`config.mk`:
```
export PLATFORM = sky130hd
export DESIGN_NAME = voice_allocator
export DESIGN_NICKNAME = d
export VERILOG_FILES = /design/src/rtl/voice_allocator.sv
export SDC_FILE = /design/constraint.sdc
export NUM_CORES = 1
export LEC_CHECK = 0
export CORE_MARGIN = 1.5
export CORE_UTILIZATION = 45
export DETAILED_ROUTE_END_ITERATION = 8
export HOLD_SLACK_MARGIN = 0.15
export PLACE_DENSITY = 0.66
export RECOVER_POWER = 50
export SYNTH_ARGS = -nofsm -noshare
export SYNTH_HDL_FRONTEND = slang
export SYNTH_SLANG_ARGS = --single-unit
```
`constraint.sdc`:
```
create_clock -name clk -period 6.34 [get_ports clk]
set_input_delay 1.585 -clock clk [delete_from_list [all_inputs] [get_ports clk]]
set_output_delay 1.585 -clock clk [all_outputs]
set_load 0.02 [all_outputs]
```
`src/rtl/voice_allocator.sv`:
```
// rtl/voice_allocator.sv - four-voice note allocator with oldest-held stealing
// Tracks voice state and age rank, turning note events into per-voice note_on/note_off pulses.
module voice_allocator (
    input  logic        clk,
    input  logic        rst,
    input  logic        ev_valid,
    output logic        ev_ready,
    input  logic        ev_on,
    input  logic [6:0]  ev_note,
    input  logic [3:0]  voice_done,
    output logic [3:0]  note_on,
    output logic [3:0]  note_off,
    output logic [27:0] voice_note,
    output logic [3:0]  voice_active,
    output logic        stolen,
    output logic        dropped
);
    typedef enum logic [1:0] {S_IDLE, S_DECIDE, S_WAIT_FREE} state_t;
    typedef enum logic [1:0] {V_FREE, V_HELD, V_REL} vstate_t;

    state_t     r_state, w_next;
    vstate_t    r_vs    [4];
    logic [1:0] r_rank  [4];
    logic [6:0] r_vnote [4];
    logic       r_pend_on;
    logic [6:0] r_pend_note;
    logic [3:0] r_note_on, r_note_off;
    logic       r_stolen, r_dropped;

    logic [3:0] w_eff_free, w_held, w_rel, w_match;
    logic [1:0] w_free_idx, w_match_idx, w_steal_idx, w_best, w_rel_idx;
    logic       w_found;
    logic       w_alloc, w_release, w_steal, w_drop;

    assign ev_ready = (r_state == S_IDLE);
    assign note_on  = r_note_on;
    assign note_off = r_note_off;
    assign stolen   = r_stolen;
    assign dropped  = r_dropped;

    always_comb begin
        w_eff_free   = '0;
        w_held       = '0;
        w_rel        = '0;
        w_match      = '0;
        voice_active = '0;
        voice_note   = '0;
        for (int i = 0; i < 4; i++) begin
            w_held[i]       = (r_vs[i] == V_HELD);
            w_rel[i]        = (r_vs[i] == V_REL);
            w_eff_free[i]   = (r_vs[i] == V_FREE) | (w_rel[i] & voice_done[i]);
            w_match[i]      = w_held[i] & (r_vnote[i] == r_pend_note);
            voice_active[i] = (r_vs[i] != V_FREE);
            voice_note[7*i +: 7] = r_vnote[i];
        end
    end

    // Descending scans so the last hit is the lowest index; steal scan keeps the oldest held voice.
    always_comb begin
        w_free_idx  = 2'd0;
        w_match_idx = 2'd0;
        w_steal_idx = 2'd0;
        w_best      = 2'd0;
        w_found     = 1'b0;
        for (int i = 3; i >= 0; i--) begin
            if (w_eff_free[i]) w_free_idx  = 2'(i);
            if (w_match[i])    w_match_idx = 2'(i);
        end
        for (int i = 0; i < 4; i++) begin
            if (w_held[i] && (!w_found || r_rank[i] > w_best)) begin
                w_steal_idx = 2'(i);
                w_best      = r_rank[i];
                w_found     = 1'b1;
            end
        end
    end

    always_ff @(posedge clk) begin
        if (rst) r_state <= S_IDLE;
        else     r_state <= w_next;
    end

    always_comb begin
        w_next    = r_state;
        w_alloc   = 1'b0;
        w_release = 1'b0;
        w_steal   = 1'b0;
        w_drop    = 1'b0;
        w_rel_idx = r_pend_on ? w_steal_idx : w_match_idx;
        case (r_state)
            S_IDLE: begin
                if (ev_valid) w_next = S_DECIDE;
            end
            S_DECIDE: begin
                w_next = S_IDLE;
                if (!r_pend_on) begin
                    if (|w_match) w_release = 1'b1;
                    else          w_drop    = 1'b1;
                end else if (|w_match) begin
                    w_drop = 1'b1;
                end else if (|w_eff_free) begin
                    w_alloc = 1'b1;
                end else if (|w_rel) begin
                    w_next = S_WAIT_FREE;
                end else begin
                    w_release = 1'b1;
                    w_steal   = 1'b1;
                    w_next    = S_WAIT_FREE;
                end
            end
            S_WAIT_FREE: begin
                if (|(w_rel & voice_done)) w_next = S_DECIDE;
            end
            default: w_next = S_IDLE;
        endcase
    end

    always_ff @(posedge clk) begin
        if (rst) begin
            r_pend_on   <= 1'b0;
            r_pend_note <= '0;
            r_note_on   <= '0;
            r_note_off  <= '0;
            r_stolen    <= 1'b0;
            r_dropped   <= 1'b0;
            for (int i = 0; i < 4; i++) begin
                r_vs[i]    <= V_FREE;
                r_rank[i]  <= 2'(i);
                r_vnote[i] <= '0;
            end
        end else begin
            r_note_on  <= '0;
            r_note_off <= '0;
            r_stolen   <= 1'b0;
            r_dropped  <= w_drop;
            if (ev_valid && ev_ready) begin
                r_pend_on   <= ev_on;
                r_pend_note <= ev_note;
            end
            for (int i = 0; i < 4; i++) begin
                if (w_rel[i] && voice_done[i]) r_vs[i] <= V_FREE;
            end
            if (w_release) begin
                r_vs[w_rel_idx]       <= V_REL;
                r_note_off[w_rel_idx] <= 1'b1;
                r_stolen              <= w_steal;
            end
            // Allocation wins over the same-cycle free of the chosen voice.
            if (w_alloc) begin
                r_vs[w_free_idx]      <= V_HELD;
                r_vnote[w_free_idx]   <= r_pend_note;
                r_note_on[w_free_idx] <= 1'b1;
                for (int i = 0; i < 4; i++) begin
                    if (i == int'(w_free_idx))
                        r_rank[i] <= 2'd0;
                    else if (r_rank[i] < r_rank[w_free_idx])
                        r_rank[i] <= r_rank[i] + 2'd1;
                end
            end
        end
    end
endmodule

```
; ---- Word-level counts from Yosys, hierarchy flattened
; Memories as Yosys holds them, arrays and structs flattened.
; Cells that the tools add are included.
[op_classes]
bitwise = 29
eq_ne = 19
addsub = 4
n_lt_le_gt_ge = 11
muxes = 114
n_reduce_logical = 37
[ops]
columns = cell, n
row1 = 1-bit 2-to-1 mux, 76
row2 = 2-bit 2-to-1 mux, 34
row3 = 7-bit == test, 4
row4 = 4-bit OR reduction, 5
row5 = 1-bit OR, 16
row6 = 2-bit zero test, 6
row7 = 2-bit by 1-bit == test with 1-bit output (second input constant), 5
row8 = 2-bit == test (second input constant), 5
row9 = 1-bit logical AND, 10
row10 = 2-bit by 1-bit adder with 2-bit output (second input constant), 4
row11 = 1-bit AND, 8
row12 = 2-bit less-than comparator, 4
row13 = 2-bit nonzero test, 4
row14 = 2-bit OR reduction, 4
row15 = 7-bit 2-to-1 mux, 1
row16 = 7-bit OR reduction, 1
row17 = 2-bit > comparator, 3
row18 = 2-bit by 3-bit less-than comparator with 1-bit output (second input constant), 2
row19 = 2-bit case mux with 3 select lines, 1
row20 = 4-bit AND, 1
row21 = 1-bit demux with 2-bit select, 2
row22 = 2-bit == test (first input constant), 2
row23 = 2-bit by 1-bit greater-or-equal comparator with 1-bit output (second input constant), 2
row24 = 2-bit inequality test (second input constant), 2
row25 = other kinds (5), 12
[totals]
ff_bits = 20
memories = 3
ramBits = 44
output_inout_bits = 43
[memory_table]
columns = name, words, width, read_ports, rd_ports_with_merged_regs, write_ports, line
row1 = r_vnote, 4, 7, 4, 0, 4, 24  ; logic [6:0] r_vnote [4];
row2 = r_rank, 4, 2, 5, 0, 4, 23  ; logic [1:0] r_rank [4];
row3 = r_vs, 4, 2, 4, 0, 5, 22  ; vstate_t r_vs [4];

; ---- Depth between registers and ports, before layout
; Gate-level depths: netlist of run 1.
; An unclocked memory read counts as a cell.
[depth]
ltp_word = 20
mapped_depth = 22

; ---- Worst setup path after synthesis of run 1
; Ideal clock, no wire load.
[synth_path]
path_type = reg2reg
start = mem r_vs[0][0] (netlist name)
end = mem r_vs[1][0] (netlist name) (enable)
arrival_time_ns = 4.394
path_slack_ns = 1.688
required_time_ns = 6.082
setup_time_ns = 0.258
synth_period_minus_slack_ns = 4.652
stages_incl_launch_ff = 21
cell_sequence = edfxtp_1 -> nor2b_1 -> nand2_1 -> ha_1 -> nor2b_1 -> o21ai_0 -> a21oi_1 -> mux2_2 -> ha_1 -> nand2_1 -> o21ai_0 -> a21oi_1 -> mux2_2 -> ha_1 -> nor2b_1 -> o21ai_0 -> a21oi_1 -> o21ai_0 -> o21ai_1 -> and3_1 -> a2111o_1
[synth_rtl]
columns = element, line
row1 = start: declaration, 22

==> out/results.tsv, run 1 <==
stage	metric	value	unit
outcome	run status	completed	
clock_tree	root buffer cell	clkbuf_8	
pwr	Worst IR Drop VDD	159	uV
clock_tree	number of setup buffers added after CTS	0	
critical_path	element type at the critical path end	flip-flop	
flow_run	number of max-capacitance violations reported	0	
route	via/cell ratio	5.38	
clock_tree	number of cells upsized or downsized after cts	0	
timing	timing-limited maximum frequency	0.191	GHz
route	Pre-Repair DR Iteration Count	4	
logic_synthesis	area share of the largest cell type after synthesis	0.366	
place	area after detailed placement	4210	um2
route	remaining antenna violation count	0	
grt	vias in the first global route	2616	
layout	summed area of non-filler cells in the final layout	4360	um2
clock_tree	number of buffers created by CTS	9	
pwr	P per Cell Area	210	nW/um2
critical_path	required time of the critical path	6.43	ns
grt	number of antenna violations at the first check in global routing	0	
critical_path	startpoint type of the worst setup path	flip-flop	
pwr	static leakage	1.78	nW
logic_synthesis	simple-gate area share of the yosys netlist	0.237	
timing	Setup TNS	0	ns
layout	area of the multi-input gates	1720	um2
pwr	Total Power	0.000918	W
critical_path	data arrival time of the critical path	5.32	ns
clock_tree	CTS tree	built	
floorplanning	num rows	32	
logic_synthesis	adder and majority gate portion of the synthesized area	0.0347	
floorplanning	Die Wd	92.6	um
floorplanning	Core Box Area	7770	um2
critical_path	crit path kind	reg -> reg	
min_path	class of the tightest hold or removal check	reg -> reg	
place	HPWL after detailed placement	6300	um
timing	final setup violation count	0	
route	Iteration-0 DRC Markers	137	
floorplanning	DIE AREA	8570	um2
layout	count of antenna diodes in the layout	0	
clock_tree	clock edge transition at the registers on the reported setup and hold paths	0.07	ns
critical_path	cell chain of the critical path	nor2b_1 -> nand2_1 -> ha_1 -> nor2b_1 -> o21ai_0 -> a21oi_1 -> mux2_2 -> ha_1 -> nand2_1 -> o21ai_0 -> a21oi_1 -> mux2_2 -> ha_1 -> nor2b_1 -> o21ai_0 -> a21oi_1 -> o21ai_0 -> o21ai_1 -> and3_1 -> a2111o_1	
grt	pin count of the biggest net entering global routing	23	
critical_path	cell at the slowest stage of the critical path	edfxtp_1	
timing	unrepaired setup endpoints after global routing	no	
clock_tree	number of sinks on the clock net	64	
route	average wire per cell in the routed design	16.7	um
place	routability congestion estimate	0.849	
logic_synthesis	compound-gate portion of the synthesized area	0.0942	
logic_synthesis	combinational family with the most area after synthesis	simple AND/OR/NAND/NOR gates	
timing	period utilization	0.824	
clock_tree	buffers from clock root to sink, at most	2	
logic_synthesis	Post-synth ARST share	0	
logic_synthesis	Seq cells post-synth	64	
logic_synthesis	synthesized area per cell	10.7	um2
logic_synthesis	top cell types by occurrence after synthesis	edfxtp_1, nor2_1, xor2_1	
critical_path	Worst path max stage delay	0.42	ns
timing	number of pins with negative max-slew slack in the final report	0	
timing	minimum clock period	5.23	ns
clock_tree	Worst-Skew Late Latency	0.34	ns
clock_tree	number of H-tree levels	3	
route	overall routed net length	8350	um
logic_synthesis	cell count after synthesis	337	
critical_path	crit-path most repeated cell	o21ai_0	
floorplanning	number of ports placed on the die boundary	58	
floorplanning	Initial Utilization	0.465	
layout	combined flip-flop and latch cell area	1720	um2
layout	fin nets	417	
grt	all-layer global routing usage	0.208	
critical_path	critical-path maximum fanout	7	
floorplanning	die boundary height	92.6	um
timing	transition time at the pin with the least slew margin	1.12	ns
route	number of DRC violations after detailed routing	0	
clock_tree	number of buffers inserted by hold repair at cts	0	
logic_synthesis	net count after synthesis	362	
timing	Worst Skew	0.00573	ns
timing	remaining max-slew budget at the tightest pin	0.251	
grt	grt total ovfl	0	
layout	number of inserted filler cells in the final layout	701	
logic_synthesis	cell area after synthesis	3610	um2
logic_synthesis	part of the Yosys area used for sequential elements	0.477	
grt	first-pass GRT wire length	13400	um
logic_synthesis	cells taking the most area after synthesis	edfxtp_1, dfxtp_1, xor2_1	
layout	share of post-route cells with drive strength above 1	0.106	
logic_synthesis	number of synthesized flops with an enable pin	44	
logic_synthesis	most common cell in the synthesized netlist	edfxtp_1	
logic_synthesis	Synth warnings	0	
logic_synthesis	number of distinct library cells after synthesis	55	
logic_synthesis	leading register cell type out of synthesis	edfxtp_1	
layout	Area Growth Syn to Fin	20.9	%
timing	number of hold-slack violations in the final timing report	0	
logic_synthesis	xor/xnor cell area share of the yosys netlist	0.0800	
route	count of vias placed by the detailed router	2687	
logic_synthesis	post-synthesis mux area share	0.0347	
logic_synthesis	largest area contributor in the netlist	edfxtp_1	
place	number of port buffers	57	
[state kept, by name (all words and copies together) (netlist names)]
signal	count
note_off	4
stolen	1
r_pend_note	7
r_state	2
r_rank	8
r_vnote	28
dropped	1
r_vs	8
note_on	4
r_pend_on	1
[metal layers]
metal  track usage  vias up  routed length (um)
met4        0.0872        0                 126
met1         0.285     1288                3970
met3        0.0353        9                 333
met5             0        -                   0
met2         0.325       75                3920
li1              -     1315                   -
[report_power, final]
part / total, W / switching (W) / internal [W] / leakage [nW]
logic: 0.000120 / 0.0000653 / 0.0000550 / 1.09
clock network: 0.000318 / 0.000156 / 0.000162 / 0.0894
registers: 0.000480 / 0.0000206 / 0.000459 / 0.604
total: 0.000918 / 0.000242 / 0.000677 / 1.78
[through the flow]
stage	setup WS, ns	utilization	hold WS, ns	std cells
floorplan	1.69	-	0.512	337
global placement	1.44	0.542	0.528	483
detailed placement	1.18	0.542	0.554	483
CTS	1.15	0.565	0.561	499
global route	0.663	0.562	0.587	499
finish	1.11	0.562	0.555	499
[kinds of logic (layout without fill, tap and decap cells)]
group | after synthesis | count (layout)
AO/OA/AOI/OAI | 48 | 48
XOR/XNOR | 33 | 33
adder cells (fa/ha/maj) | 10 | 10
buffers and inverters | 24 | 84
flip-flops | 64 | 64
multiplexers | 11 | 11
AND/OR/NAND/NOR | 147 | 147
[path summary, 6_finish.rpt]
| check | from | end | slack, ns | cells after the start |
|---|---|---|---|---|
| setup / recovery | r_vs[0][0] | r_vs[1][0] | 1.11 | 20 |
| hold / removal | r_state[0] | r_state[0] | 0.55 | 2 |
| setup reg to reg | r_vs[0][0] | r_vs[1][0] | 1.11 | 20 |
| hold reg to reg | r_state[0] | r_state[0] | 0.55 | 2 |
[critical path: cells and delay by family, from the launching register on]
family | cells | cell delay, ns
compound gates | 9 | 1.97
flops | 1 | 0.42
mux | 2 | 0.77
fa+ha+maj | 3 | 0.89
simple gates | 6 | 0.94
[cell usage in the layout (no fill, tap or decap), types with 12 or more instances in the layout]
cell	Yosys	layout
and2_1	21	21
clkdlybuf4s50_1	0	12
dfxtp_1	20	20
dlygate4sd3_1	0	45
edfxtp_1	44	44
nand2_1	15	15
nor2_1	30	30
nor2b_1	14	14
xor2_1	22	22
[area by class of cell]
class,instances,area share
sequential,64,0.394
multi-input combinational,249,0.394
timing repair buffer,60,0.135
clock buffer,13,0.0364
tap,102,0.0292
inverter,8,0.00688
clock inverter,3,0.00401
Note: power is estimated with default switching activity, not from simulation.
==> run 2: changes to the inputs <==
PLACE_DENSITY = 0.69   (was 0.66)
clock period = 4.6 ns   (was 6.34 ns; I/O delays follow)
==> run 2 against run 1 <==
  * Utilization rose by 3.7 points
  * Via count rose by 4.4%
  * Maximum frequency rose by 16%
  * Clock power rose by 62%
  * Critical path depth did not move
  * Register-to-register slack got worse by 1.0 ns
  * Wire length rose by 4.5%
  * Clock-buffer cell count fell by 1
==> out/results.tsv, run 2 (same netlist as run 1, synthesis figures left out) <==
stage	metric	value	unit
layout	share of post-route cells with drive strength above 1	0.197	
timing	worst hold slack across all endpoints	0.547	ns
clock_tree	buffers from clock root to sink, at most	2	
timing	remaining max-slew budget at the tightest pin	0.0919	
route	Iteration-0 DRC Markers	161	
grt	all-layer global routing usage	0.209	
place	routability congestion estimate	0.918	
timing	number of hold-slack violations in the final timing report	0	
critical_path	startpoint type of the worst setup path	flip-flop	
clock_tree	number of buffers inserted by hold repair at cts	0	
grt	first-pass GRT wire length	13500	um
layout	commonest non-fill, non-tap cells in the layout	dlygate4sd3_1, edfxtp_1, nor2_1	
clock_tree	Worst-Skew Late Latency	0.34	ns
clock_tree	root buffer cell	clkbuf_8	
timing	timing-limited maximum frequency	0.223	GHz
timing	final setup violation count	0	
timing	Worst Skew	0.0106	ns
layout	fin nets	437	
layout	Final Core Density	0.598	
timing	number of pins with negative max-slew slack in the final report	0	
floorplanning	DIE AREA	8570	um2
layout	number of inserted filler cells in the final layout	673	
timing	period utilization	0.975	
floorplanning	Die Wd	92.6	um
critical_path	FF-to-FF path depth	20	
grt	grt total ovfl	0	
layout	number of flip-flops in the largest register	28	
pwr	Worst IR Drop VDD	211	uV
clock_tree	number of buffers created by CTS	9	
timing	transition time at the pin with the least slew margin	1.35	ns
layout	Most flops, register	r_vnote	
floorplanning	Core Box Area	7770	um2
route	remaining antenna violation count	0	
layout	registers with the most flip-flops	r_vnote: 28 flops, r_rank: 8 flops, r_vs: 8 flops	
timing	minimum clock period	4.49	ns
clock_tree	clock edge transition at the registers on the reported setup and hold paths	0.07	ns
layout	Area Growth Syn to Fin	28.7	%
critical_path	required time of the critical path	4.69	ns
floorplanning	Initial Utilization	0.465	
pwr	Total Power	0.00136	W
clock_tree	number of H-tree levels	3	
route	Pre-Repair DR Iteration Count	4	
place	number of port buffers	57	
critical_path	critical-path maximum fanout	4	
outcome	run status	completed	
grt	pin count of the biggest net entering global routing	22	
place	area after detailed placement	4280	um2
clock_tree	number of sinks on the clock net	64	
grt	vias in the first global route	2602	
critical_path	data arrival time of the critical path	4.58	ns
clock_tree	CTS tree	built	
critical_path	crit path kind	reg -> reg	
min_path	class of the tightest hold or removal check	reg -> reg	
place	HPWL after detailed placement	6380	um
layout	count of antenna diodes in the layout	0	
route	number of DRC violations after detailed routing	0	
critical_path	element type at the critical path end	flip-flop	
floorplanning	number of ports placed on the die boundary	58	
route	count of vias placed by the detailed router	2804	
grt	number of antenna violations at the first check in global routing	0	
pwr	P per Cell Area	293	nW/um2
flow_run	number of max-capacitance violations reported	0	
floorplanning	num rows	32	
route	overall routed net length	8730	um
layout	summed area of non-filler cells in the final layout	4650	um2
min_path	count of cells along the worst hold path	2	
route	average wire per cell in the routed design	16.8	um
floorplanning	die boundary height	92.6	um
route	via/cell ratio	5.40	
pwr	static leakage	1.93	nW
[run 2: changes by cell type in the layout (fill, tap and decap cells not counted), moves of 3 or more]
cell      before  now
clkbuf_1       3    0
buf_4          2   22
o21ai_2        0    5
nor2b_1       14   11
a21oi_1       11    8
o21ai_0        8    3
[run 2: per-stage QoR]
stage          worst slack (ns)  TNS [ns]  std cells
5_1_grt                 -0.0423    -0.202        519
3_5_place_dp             -0.185     -1.34        492
2_1_floorplan            0.0413         0        337
6_report                  0.113         0        519
3_3_place_gp             0.0827         0        492
4_1_cts                 0.00121         0        513
[run 2: what timing repair did]
action | CTS | global route
setup endpoints to repair | 8 | 11
resized for setup | 5 | 17
setup buffers | 5 | 6
pin swaps | 3 | 12
[run 2: path summary, 6_finish.rpt]
path / from / to / slack [ns]
hold reg to reg: r_state[0] / r_state[0] / 0.55
setup / recovery: r_vs[0][1] / r_vs[1][0] / 0.11
setup reg to reg: r_vs[0][1] / r_vs[1][0] / 0.11
hold / removal: r_state[0] / r_state[0] / 0.55
[run 2: worst max-delay path, stage by stage, from the launching register on]
cell,delay [ns]
edfxtp_1,0.43
nor2b_4,0.16
nand2_2,0.09
ha_4,0.27
nor2b_2,0.15
o21ai_2,0.10
a21oi_4,0.18
mux2_4,0.33
ha_1,0.31
nand2_2,0.09
o21ai_2,0.07
a21oi_2,0.16
mux2_2,0.35
ha_1,0.31
nor2b_1,0.14
o21ai_1,0.17
a21oi_1,0.11
o21ai_2,0.18
o21ai_2,0.11
and3_4,0.16
a2111o_1,0.37
[run 2: area by class of cell]
cell class / instances / area [um2] / share of cell area
Clock inverter: 4 / 31.3 / 0.00673
Clock buffer: 12 / 188 / 0.0404
Tap cell: 102 / 128 / 0.0275
Sequential cell: 64 / 1720 / 0.370
Inverter: 8 / 30.0 / 0.00646
Multi-Input combinational cell: 249 / 1800 / 0.388
Timing Repair Buffer: 80 / 747 / 0.161
[run 2: layer usage]
| metal | wire length, um | up-vias | global-route usage | share of wire |
|---|---|---|---|---|
| met3 | 413 | 13 | 0.0312 | 0.047 |
| met1 | 4010 | 1351 | 0.290 | 0.46 |
| met2 | 4170 | 81 | 0.327 | 0.48 |
| met4 | 135 | 0 | 0.0846 | 0.015 |
| li1 | - | 1359 | - | - |
| met5 | 0 | - | 0 | 0 |
[run 2: power breakdown]
group | switching [W] | total, W | leakage (nW) | internal, W
registers | 0.0000276 | 0.000660 | 0.604 | 0.000633
clock network | 0.000235 | 0.000514 | 0.113 | 0.000279
logic | 0.0000998 | 0.000190 | 1.21 | 0.0000897
total | 0.000362 | 0.00136 | 1.93 | 0.00100
==> run 3: changes to the inputs <==
SETUP_SLACK_MARGIN = 0.3   (was default)
==> run 3 against run 2 <==
  * Total power grew 6.0%
  * Critical path type unchanged
  * First-iteration DRC count shrank 37%
  * Setup slack gained 0.12 ns
  * Combinational power is essentially flat
  * Flip-flop and latch count is the same
  * Non-clock buffer count shrank 6
  * Die area is the same
  * Hold slack gained 0.0079 ns
  * Final area grew 1.5%
  * Clock power grew 15%
  * Utilization grew 0.90 points
==> out/results.tsv, run 3 (same netlist as run 1, synthesis figures left out) <==
stage	metric	value	unit
layout	count of antenna diodes in the layout	0	
grt	first-pass GRT wire length	13800	um
route	average wire per cell in the routed design	16.8	um
layout	commonest non-fill, non-tap cells in the layout	dlygate4sd3_1, edfxtp_1, nor2_1	
clock_tree	number of buffers inserted by hold repair at cts	0	
floorplanning	number of ports placed on the die boundary	58	
route	Iteration-0 DRC Markers	102	
critical_path	crit-path most repeated cell	nor2b_4	
route	number of DRC violations after detailed routing	0	
clock_tree	Worst-Skew Late Latency	0.35	ns
timing	unrepaired setup endpoints after global routing	yes	
timing	Setup TNS	0	ns
clock_tree	root buffer cell	clkbuf_8	
grt	number of antenna violations at the first check in global routing	0	
route	overall routed net length	8620	um
grt	met2 track demand over resource	0.340	
grt	pin count of the biggest net entering global routing	22	
layout	Area Growth Syn to Fin	30.7	%
clock_tree	CTS tree	built	
layout	share of post-route cells with drive strength above 1	0.197	
floorplanning	Initial Utilization	0.465	
grt	highest-utilization routing layer at the global route stage	met2	
timing	period utilization	0.950	
outcome	run status	completed	
route	via/cell ratio	5.37	
timing	transition time at the pin with the least slew margin	1.35	ns
route	remaining antenna violation count	0	
critical_path	cell chain of the critical path	nor2b_4 -> nand2_2 -> ha_4 -> nor2b_4 -> o21ai_2 -> a21oi_2 -> mux2_4 -> ha_4 -> nor2b_4 -> o21ai_2 -> a21oi_2 -> mux2_4 -> ha_4 -> nor2b_4 -> o21ai_2 -> a21oi_1 -> o21ai_1 -> buf_4 -> o31ai_2 -> and3_1 -> a2111o_1	
layout	registers with the most flip-flops	r_vnote: 28 flops, r_rank: 8 flops, r_vs: 8 flops	
min_path	class of the tightest hold or removal check	reg -> reg	
critical_path	FF-to-FF path depth	21	
grt	vias in the first global route	2750	
route	count of vias placed by the detailed router	2757	
critical_path	critical-path maximum fanout	3	
pwr	Worst IR Drop VDD	164	uV
clock_tree	buffers from clock root to sink, at most	2	
pwr	P per Cell Area	306	nW/um2
timing	number of pins with negative max-slew slack in the final report	0	
critical_path	cell at the slowest stage of the critical path	edfxtp_1	
layout	number of flip-flops in the largest register	28	
timing	number of hold-slack violations in the final timing report	0	
place	number of port buffers	57	
flow_run	number of max-capacitance violations reported	0	
critical_path	crit path kind	reg -> reg	
pwr	Total Power	0.00145	W
layout	number of inserted filler cells in the final layout	644	
clock_tree	number of sinks on the clock net	64	
place	HPWL after detailed placement	6270	um
critical_path	element type at the critical path end	flip-flop	
critical_path	startpoint type of the worst setup path	flip-flop	
min_path	count of cells along the worst hold path	2	
pwr	static leakage	1.93	nW
place	routability congestion estimate	0.897	
grt	global-route track usage on met3	0.0394	
grt	all-layer global routing usage	0.215	
timing	Worst Skew	0.00800	ns
timing	remaining max-slew budget at the tightest pin	0.0908	
layout	Most flops, register	r_vnote	
clock_tree	clock edge transition at the registers on the reported setup and hold paths	0.07	ns
timing	final setup violation count	0	
floorplanning	Die Wd	92.6	um
layout	fin nets	431	
timing	timing-limited maximum frequency	0.229	GHz
critical_path	Worst path max stage delay	0.43	ns
critical_path	required time of the critical path	4.70	ns
floorplanning	num rows	32	
layout	Final Core Density	0.607	
floorplanning	Core Box Area	7770	um2
floorplanning	die boundary height	92.6	um
route	Pre-Repair DR Iteration Count	6	
timing	minimum clock period	4.37	ns
floorplanning	DIE AREA	8570	um2
grt	met1 track demand over resource	0.278	
grt	grt total ovfl	0	
clock_tree	number of H-tree levels	3	
critical_path	data arrival time of the critical path	4.47	ns
clock_tree	number of buffers created by CTS	9	
## run 3: cell count changes in the layout (fill, tap and decap cells not counted), sizes merged
cell and delta:
clkinvlp +1, bufinv +2, buf -8, clkbuf +1, clkinv -2
## run 3: per-stage QoR
step,area [um2],setup WS (ns),hold slack (ns),std cells
CTS,4650,0.254,0.551,510
global placement,4260,0.211,0.528,485
detailed placement,4260,0.00770,0.544,485
finish,4720,0.232,0.555,513
floorplan,3640,0.302,0.512,337
global route,4720,0.0866,0.577,513
## run 3: routing by layer
layer | wire, um | up-vias
li1 | - | 1342
met1 | 3850 | 1313
met2 | 4110 | 86
met3 | 440 | 16
met4 | 221 | 0
met5 | 0 | -
## run 3: layout make-up
type / count / area [um2] / area share
clock inverters: 5 / 85.1 / 0.0180
well taps: 102 / 128 / 0.0270
repair buffers: 74 / 698 / 0.148
clock buffers: 11 / 163 / 0.0345
multi-input cells: 249 / 1890 / 0.401
flip-flops and latches: 64 / 1720 / 0.365
inverters: 8 / 30.0 / 0.00636
## run 3: final timing paths
check / from / endpoint / slack, ns
setup reg to reg: r_vs[0][1] / r_vs[3][1] / 0.23
hold / removal: r_state[0] / r_state[0] / 0.55
setup / recovery: r_vs[0][1] / r_vs[3][1] / 0.23
hold reg to reg: r_state[0] / r_state[0] / 0.55
## run 3: report_power, final
group / switching [W] / internal, W / total (W)
Clock: 0.000235 / 0.000356 / 0.000590
Combinational: 0.0000996 / 0.0000933 / 0.000193
Sequential: 0.0000292 / 0.000633 / 0.000662
Total: 0.000363 / 0.00108 / 0.00145
## run 3: critical path, delay by kind of cell, from the launching register on
family,cells,cell delay [ns]
compound gates,9,1.35
simple gates,6,0.83
fa+ha+maj,3,0.68
mux,2,0.67
flops,1,0.43
buf+inv,1,0.16
## run 3: timing repair
item,CTS,global route
pin swaps,12,11
setup buffers,9,3
gates resized for setup,15,9
endpoints found under the setup margin,8,11
cloned,0,0
